## config.mk

```make
export PLATFORM = sky130hd
export DESIGN_NAME = digit_uart_tx
export DESIGN_NICKNAME = d
export VERILOG_FILES = /design/src/rtl/digit_uart_tx.sv
export SDC_FILE = /design/constraint.sdc
export NUM_CORES = 1
export LEC_CHECK = 0
export CORE_ASPECT_RATIO = 2
export CORE_MARGIN = 3
export CORE_UTILIZATION = 35
export DETAILED_ROUTE_END_ITERATION = 6
export MAX_ROUTING_LAYER = met4
export PLACE_DENSITY = 0.46
export REMOVE_ABC_BUFFERS = 1
export SKIP_LAST_GASP = 1
export SLEW_MARGIN = 20
export SYNTH_ARGS = -nofsm -noshare
export SYNTH_HDL_FRONTEND = slang
export SYNTH_SLANG_ARGS = --single-unit
```

## constraint.sdc

```tcl
create_clock -name clk -period 4.3 [get_ports clk]
set_input_delay 1.29 -clock clk [delete_from_list [all_inputs] [get_ports clk]]
set_output_delay 1.29 -clock clk [all_outputs]
set_load 0.005 [all_outputs]
```

## src/rtl/digit_uart_tx.sv

```systemverilog
// digit_uart_tx: buffers BCD digits and streams them as ASCII
// over an 8N1 UART, closing each digit stream with CR LF.
module digit_uart_tx #(
  parameter int CLKS_PER_BIT = 868,
  parameter int FIFO_DEPTH   = 256
) (
  input  logic       clk,
  input  logic       rst,
  input  logic [3:0] digit_in,
  input  logic       digit_valid,
  input  logic       digits_done,
  output logic       tx,
  output logic       busy,
  output logic       overflow
);

  localparam int AW = $clog2(FIFO_DEPTH);
  localparam int CW = AW + 1;
  localparam int BW = $clog2(CLKS_PER_BIT);

  typedef enum logic [1:0] {
    IDLE,
    START,
    DATA,
    STOP
  } state_t;

  logic [3:0]    mem [FIFO_DEPTH];
  logic [AW-1:0] wr_ptr;
  logic [AW-1:0] rd_ptr;
  logic [CW-1:0] count;
  logic [CW-1:0] count_nx;
  logic [CW-1:0] pre_cnt;
  state_t        state;
  logic          eol_pending;
  logic          eol_step;
  logic [7:0]    shreg;
  logic [2:0]    bit_idx;
  logic [BW-1:0] baud;
  logic          full;
  logic          empty;
  logic          eol_go;
  logic          pop;
  logic          push;
  logic          baud_end;

  function automatic logic [7:0] to_ascii(
    input logic [3:0] d
  );
    return (d <= 4'd9) ? {4'h3, d} : 8'h3F;
  endfunction

  // pre_cnt holds the digits queued ahead of a pending CR LF,
  // so later digits wait until after the LF
  always_comb begin
    full     = (count == CW'(FIFO_DEPTH));
    empty    = (count == '0);
    eol_go   = (state == IDLE) && eol_pending
             && (eol_step || pre_cnt == '0);
    pop      = (state == IDLE) && !eol_go && !empty;
    push     = digit_valid && (!full || pop);
    count_nx = count;
    if (push && !pop)
      count_nx = count + CW'(1);
    else if (!push && pop)
      count_nx = count - CW'(1);
    baud_end = (baud == BW'(CLKS_PER_BIT - 1));
  end

  // Digit storage array
  always_ff @(posedge clk) begin
    if (push && !rst)
      mem[wr_ptr] <= digit_in;
  end

  // FIFO pointers, occupancy, overflow and end-of-line tracking
  always_ff @(posedge clk) begin
    if (rst) begin
      wr_ptr      <= '0;
      rd_ptr      <= '0;
      count       <= '0;
      overflow    <= 1'b0;
      eol_pending <= 1'b0;
      eol_step    <= 1'b0;
      pre_cnt     <= '0;
    end else begin
      if (push)
        wr_ptr <= wr_ptr + AW'(1);
      if (pop)
        rd_ptr <= rd_ptr + AW'(1);
      count <= count_nx;
      if (digit_valid && !push)
        overflow <= 1'b1;
      if (eol_go && eol_step) begin
        eol_pending <= 1'b0;
        eol_step    <= 1'b0;
      end else if (eol_go) begin
        eol_step <= 1'b1;
      end else if (digits_done && !eol_pending) begin
        eol_pending <= 1'b1;
        pre_cnt     <= count_nx;
      end else if (pop && pre_cnt != '0) begin
        pre_cnt <= pre_cnt - CW'(1);
      end
    end
  end

  // UART framing FSM with registered serial output
  always_ff @(posedge clk) begin
    if (rst) begin
      state   <= IDLE;
      tx      <= 1'b1;
      shreg   <= '0;
      bit_idx <= '0;
      baud    <= '0;
    end else begin
      case (state)
        IDLE: begin
          baud    <= '0;
          bit_idx <= '0;
          if (pop || eol_go) begin
            tx    <= 1'b0;
            state <= START;
            if (pop)
              shreg <= to_ascii(mem[rd_ptr]);
            else
              shreg <= eol_step ? 8'h0A : 8'h0D;
          end else begin
            tx <= 1'b1;
          end
        end
        START: begin
          if (baud_end) begin
            baud  <= '0;
            tx    <= shreg[0];
            shreg <= shreg >> 1;
            state <= DATA;
          end else begin
            baud <= baud + BW'(1);
          end
        end
        DATA: begin
          if (baud_end) begin
            baud    <= '0;
            bit_idx <= bit_idx + 3'd1;
            if (bit_idx == 3'd7) begin
              tx    <= 1'b1;
              state <= STOP;
            end else begin
              tx    <= shreg[0];
              shreg <= shreg >> 1;
            end
          end else begin
            baud <= baud + BW'(1);
          end
        end
        STOP: begin
          if (baud_end) begin
            baud  <= '0;
            state <= IDLE;
          end else begin
            baud <= baud + BW'(1);
          end
        end
        default: state <= IDLE;
      endcase
    end
  end

  // Activity flag, registered from current buffer/FSM state
  always_ff @(posedge clk) begin
    if (rst)
      busy <= 1'b0;
    else
      busy <= !empty || (state != IDLE) || eol_pending;
  end

endmodule

```

After elaboration in Yosys (flattened, before gate mapping):

Memories as Yosys holds them, arrays and structs flattened. A register that Yosys moved wholly into a read port is not among the register bits.
Cells that the tools add are included.

* bits in registers: 62
* memory bits (writable): 1024
* bits of input ports: 8
* output and inout bits: 3
* logic and storage cells: 107
* memories: 1

Memories
* mem: words 256, width 4, read ports 1, clocked after Yosys merged registers in 1, write ports 1, RTL line 28 `logic [3:0] mem [FIFO_DEPTH];`

* add/sub/neg operators: 7
* $lt $le $gt $ge: 1
* equality and inequality tests: 12
* muxes and demuxes: 31
* bitwise operators: 2
* reductions and logical operators: 40

Operators by type and width (count)
* 8-bit 2-to-1 mux: 6
* 9-bit 2-to-1 mux: 4
* 8-bit case mux with 3 select lines: 1
* 10-bit case mux with 2 select lines: 1
* 9-bit logical NOT: 2
* 9-bit by 1-bit subtractor with 9-bit output, second input constant: 2
* 8-bit by 1-bit adder with 8-bit output, second input constant: 2
* 1-bit logical AND: 12
* 10-bit by 1-bit adder with 10-bit output, second input constant: 1
* 10-bit == test, second input constant: 1
* 10-bit 2-to-1 mux: 1
* 2-bit 2-to-1 mux: 5
* 2-bit != test, second input constant: 5
* 5-bit AND reduction: 2
* 9-bit by 1-bit adder with 9-bit output, second input constant: 1
* 9-bit == test, second input constant: 1
* 9-bit nonzero test: 1
* 2-bit case mux with 4 select lines: 1
* 1-bit logical NOT: 7
* 1-bit 2-to-1 mux: 6
* 3-bit 2-to-1 mux: 2
* 6-bit 2-to-1 mux: 1
* 3-bit case mux with 2 select lines: 1
* 3-bit AND reduction: 2
* 16 further kinds: 25

Logic depth before layout (Yosys ltp):

* depth in word-level cells: 13
* depth in mapped cells: 14
* depth with buffers taken out: 9

Worst setup path before layout:

Ideal clock, no wire load.

* kind: input to register
* from: in digit_valid
* to: mem mem[190][0] (enable)
* arrival: 2.640 ns
* path slack: 1.331 ns
* stages on the path: 6
* cells stage by stage: clkinv_1 -> a31oi_2 -> and3_1 -> nand2_1 -> clkbuf_1 -> nor2_1

* longest elaborated chain between the ends: 4

RTL lines
* start, declared: RTL line 10 `input logic digit_valid,`
* 1-bit logical AND: RTL line 61 `push = digit_valid && (!full || pop);`
* 1-bit logical AND: RTL line 72 `if (push && !rst)`
* 1-bit 2-to-1 mux: RTL line 72
* 1-bit 2-to-1 mux (implied by the code): RTL line 73 `mem[wr_ptr] <= digit_in;`
* end, declared: RTL line 28

Every way passes these cells.

==> flow_summary.ini <==
[placement]
place.detailed.hpwl_um = 92520
finalWeightedCongestion = 0.8460
port_buffers = 10
dpl_worst_slack_ns = 0.3540
place_inst = 4166

[global_route]
grt_first_pass_wirelength_um = 194200
first_global_vias = 25290
antenna_found_initial = 1
total_routing_usage_gr_pct = 21.92
pin_count_of_the_biggest_net_entering_global_routing = 88
gr-total-overflow = 0

[synth]
synthDistinctLibCells = 72
synth-warning-count = 0
asyncSetResetFlopFracSynth_pct = 0
synth.ff_latch_count = 1092
avgSynthCellArea_um2 = 18.41
ys.flop_type = edfxtp_1
yosysSeqAreaShare_pct = 73.69
summed_instance_area_of_the_synthesized_netlist_mm2 = 0.04358
edff_count_synth = 1024
syn_inst = 2367

[sta]
final_period_minus_worst_setup_slack_ns = 3.666
hold_viol = 0
report.final.slew_viol_count = 0
least_margin_pin_slew_ns = 1.149
worst_slew_margin_rel_pct = 23.22
fin_ws_ns = 0.6341
worst_clock_skew_ns = 0.02146
fmax_mhz = 272.8
setup-violations-final = 0
post-route-period-util_pct = 85.25
rsz_0062_raised_after_global_routing = no
worst_hold_slack_ns = 0.4546
setup-tns-final_ns = 0

[floorplanning]
floorplan.die.height_um = 505.0
coreArea_mm2 = 0.1232
row_count = 182
ios = 11
die_area_mm2 = 0.1290
die_w_um = 255.5
start_util_pct = 35.37

[route]
drt_iter0_drc = 1861
drt_pre_antenna_iters = 5
drt.antenna.violating_nets = 0
routed-via-count = 23530
drt_wl_total_um = 137500
route.detailed.drc = 0
route.detailed.vias_per_inst = 5.421
detail_route.wl_per_cell_um = 31.67

[finish]
multi_input_area_mm2 = 0.01063
synthToLayoutAreaGrowth_pct = 16.33
final_layout_size_suffix_gt1_share_pct = 26.56
register_area_mm2 = 0.03213
utilization_pct = 41.15
design.final.nets = 2633
final_non_filler_cell_total = 4341
filler_cell_count = 11010

[cts]
cts.clk_slew.worst_paths_ns = 0.07
clkLatencyLatePin_ns = 0.70
cts_buffer_depth = 3
clock_sinks = 1092
number_of_h_tree_levels = 3
cts_setup_buffers = 0
tritoncts = built
cts_root_buffer = clkbuf_16
cts_hold_buf = 0
ctsResizeCount = 0
cts_inserted_buffers = 95

[worst_setup_path]
worstPathCellList = buf_12, mux4_2, a22o_1, a221oi_1, o22ai_1, o311ai_1, nand4_1, nor2_1, a21oi_1
timing_worst_setup_path_type = reg -> reg
startpoint_types = register
slowest_stage_cell_cp = o311ai_1
setup.worst_path.end_class = register
crit_path_max_fanout = 42
crit_required_ns = 4.87
worstPathArrival_ns = 4.24
slowest_delay_ns = 0.74

[min_path]
hold_path_class = reg -> reg
hold_start = shreg[5]$_SDFFE_PP0P_

[status]
status = finished clean

[run]
drv.max_cap_violation_count = 0

[power_and_ir_drop]
peakVddDrop_uv = 335.8
total_leakage_power_uw = 0.01582
powerDensity_mw_per_mm2 = 535.2
-- synthesized netlist by cell type (4+ instances only) --
cell type,instances,area share [%]
or3_1,8,0.11
and3_1,7,0.10
a22oi_1,55,0.95
nor2b_1,14,0.20
buf_2,26,0.30
a311oi_1,4,0.080
mux2_2,5,0.13
buf_1,6,0.052
mux2i_1,28,0.64
o21ai_0,10,0.11
dfxtp_1,68,3.1
a211oi_1,14,0.24
o311ai_1,4,0.080
edfxtp_1,1024,71
nand3_1,24,0.28
a221oi_1,8,0.16
nor2_1,332,2.9
o221ai_1,4,0.080
nor4_1,7,0.10
nand3b_1,4,0.069
ha_1,18,0.52
buf_6,15,0.39
nand4_1,14,0.20
o22ai_1,12,0.17
nor3b_1,4,0.069
mux4_2,259,13
nor3_1,14,0.16
xor2_1,17,0.34
buf_4,12,0.21
a21oi_1,53,0.61
inv_1,20,0.17
and2_1,4,0.057
xnor2_1,20,0.40
a22o_1,12,0.24
o211ai_1,8,0.14
nand2_1,93,0.80
a31oi_1,8,0.11
nand2b_1,4,0.057
clkbuf_1,80,0.69
-- cells in the final DEF, fill, tap and decap left out, types with 5 or more instances in the layout --
master and n:
buf_4 260, nor4_1 7, a22o_1 12, and3_1 7, ha_1 18, o21ai_0 10
inv_1 20, mux2i_1 28, clkdlybuf4s50_1 5, nor2_1 331, o22ai_1 12, mux2_2 5
a31oi_1 8, a211oi_1 14, clkbuf_16 101, mux4_2 259, or3_1 8, xor2_1 17
clkinv_2 18, clkinv_1 14, clkbuf_1 13, nand3_1 24, nor3_1 14, xnor2_1 20
nand4_1 14, clkinvlp_4 7, o211ai_1 8, a22oi_1 55, dfxtp_1 64, a221oi_1 8
a21oi_1 53, edfxtp_1 1024, nand2_1 93, bufinv_16 19, nor2b_1 12, buf_12 17
-- worst paths after layout --
kind,to,slack (ns),depth (start not counted)
min reg2reg,shreg[5]$_SDFFE_PP0P_,0.45,2
min,shreg[5]$_SDFFE_PP0P_,0.45,2
max,shreg[0]$_SDFFE_PP0P_,0.63,9
max reg2reg,shreg[0]$_SDFFE_PP0P_,0.63,9
-- power breakdown --
| group | internal (µW) | switching [µW] | leakage [µW] |
|---|---|---|---|
| logic | 2490 | 3210 | 0.00442 |
| registers | 11800 | 258 | 0.00976 |
| clock network | 5450 | 3980 | 0.00164 |
| total | 19700 | 7440 | 0.0158 |
-- critical path: cells and delay by family, from the launching register on --
kind / cells / cell delay, ns
buffers and inverters: 1 / 0.38
AOI/OAI and AO/OA: 5 / 1.54
DFF: 1 / 0.61
and+or+nand+nor: 2 / 0.38
muxes: 1 / 0.58
-- layout make-up --
cell class	count	area share [%]
clock buffer	116	5.136
clock inverter	58	1.543
antenna	1	0.004936
tap	1656	4.087
inverter	23	0.1728
sequential	1092	63.37
timing repair buffer	287	4.719
multi-input combinational	1108	20.96
-- per-layer routing --
| metal | share of wire (%) | vias up | global-route usage, % |
|---|---|---|---|
| met3 | 4.0 | 243 | 2.523 |
| met5 | 0 | - | - |
| met4 | 4.8 | 0 | 9.482 |
| li1 | - | 9946 | - |
| met1 | 35 | 12620 | 22.93 |
| met2 | 57 | 721 | 41.28 |
-- metrics by stage --
stage,total power (µW),instance area (µm²)
finish,27130,50690
global route,28120,50690
CTS,27440,50690
detailed placement,18050,47300
global placement,17980,47300
floorplan,16140,42800
-- state kept, by name (all words and copies together), names as in the netlist, 2 cells and up, named ones only --
signal / cells
pre_cnt: 9
shreg: 6
count: 9
rd_ptr: 8
mem: 1024
wr_ptr: 8
bit_idx: 3
baud: 10
state: 2
-- cells by family after synthesis --
group	count (synthesis)	share of synthesized area [%]
XOR/XNOR	37	0.7436
adder cells (fa/ha/maj)	18	0.5168
buffers and inverters	167	1.995
AND/OR/NAND/NOR	542	5.312
multiplexers	292	14.16
flip-flops	1092	73.69
AO/OA/AOI/OAI	219	3.589
Note: power is estimated with default switching activity, not from simulation.
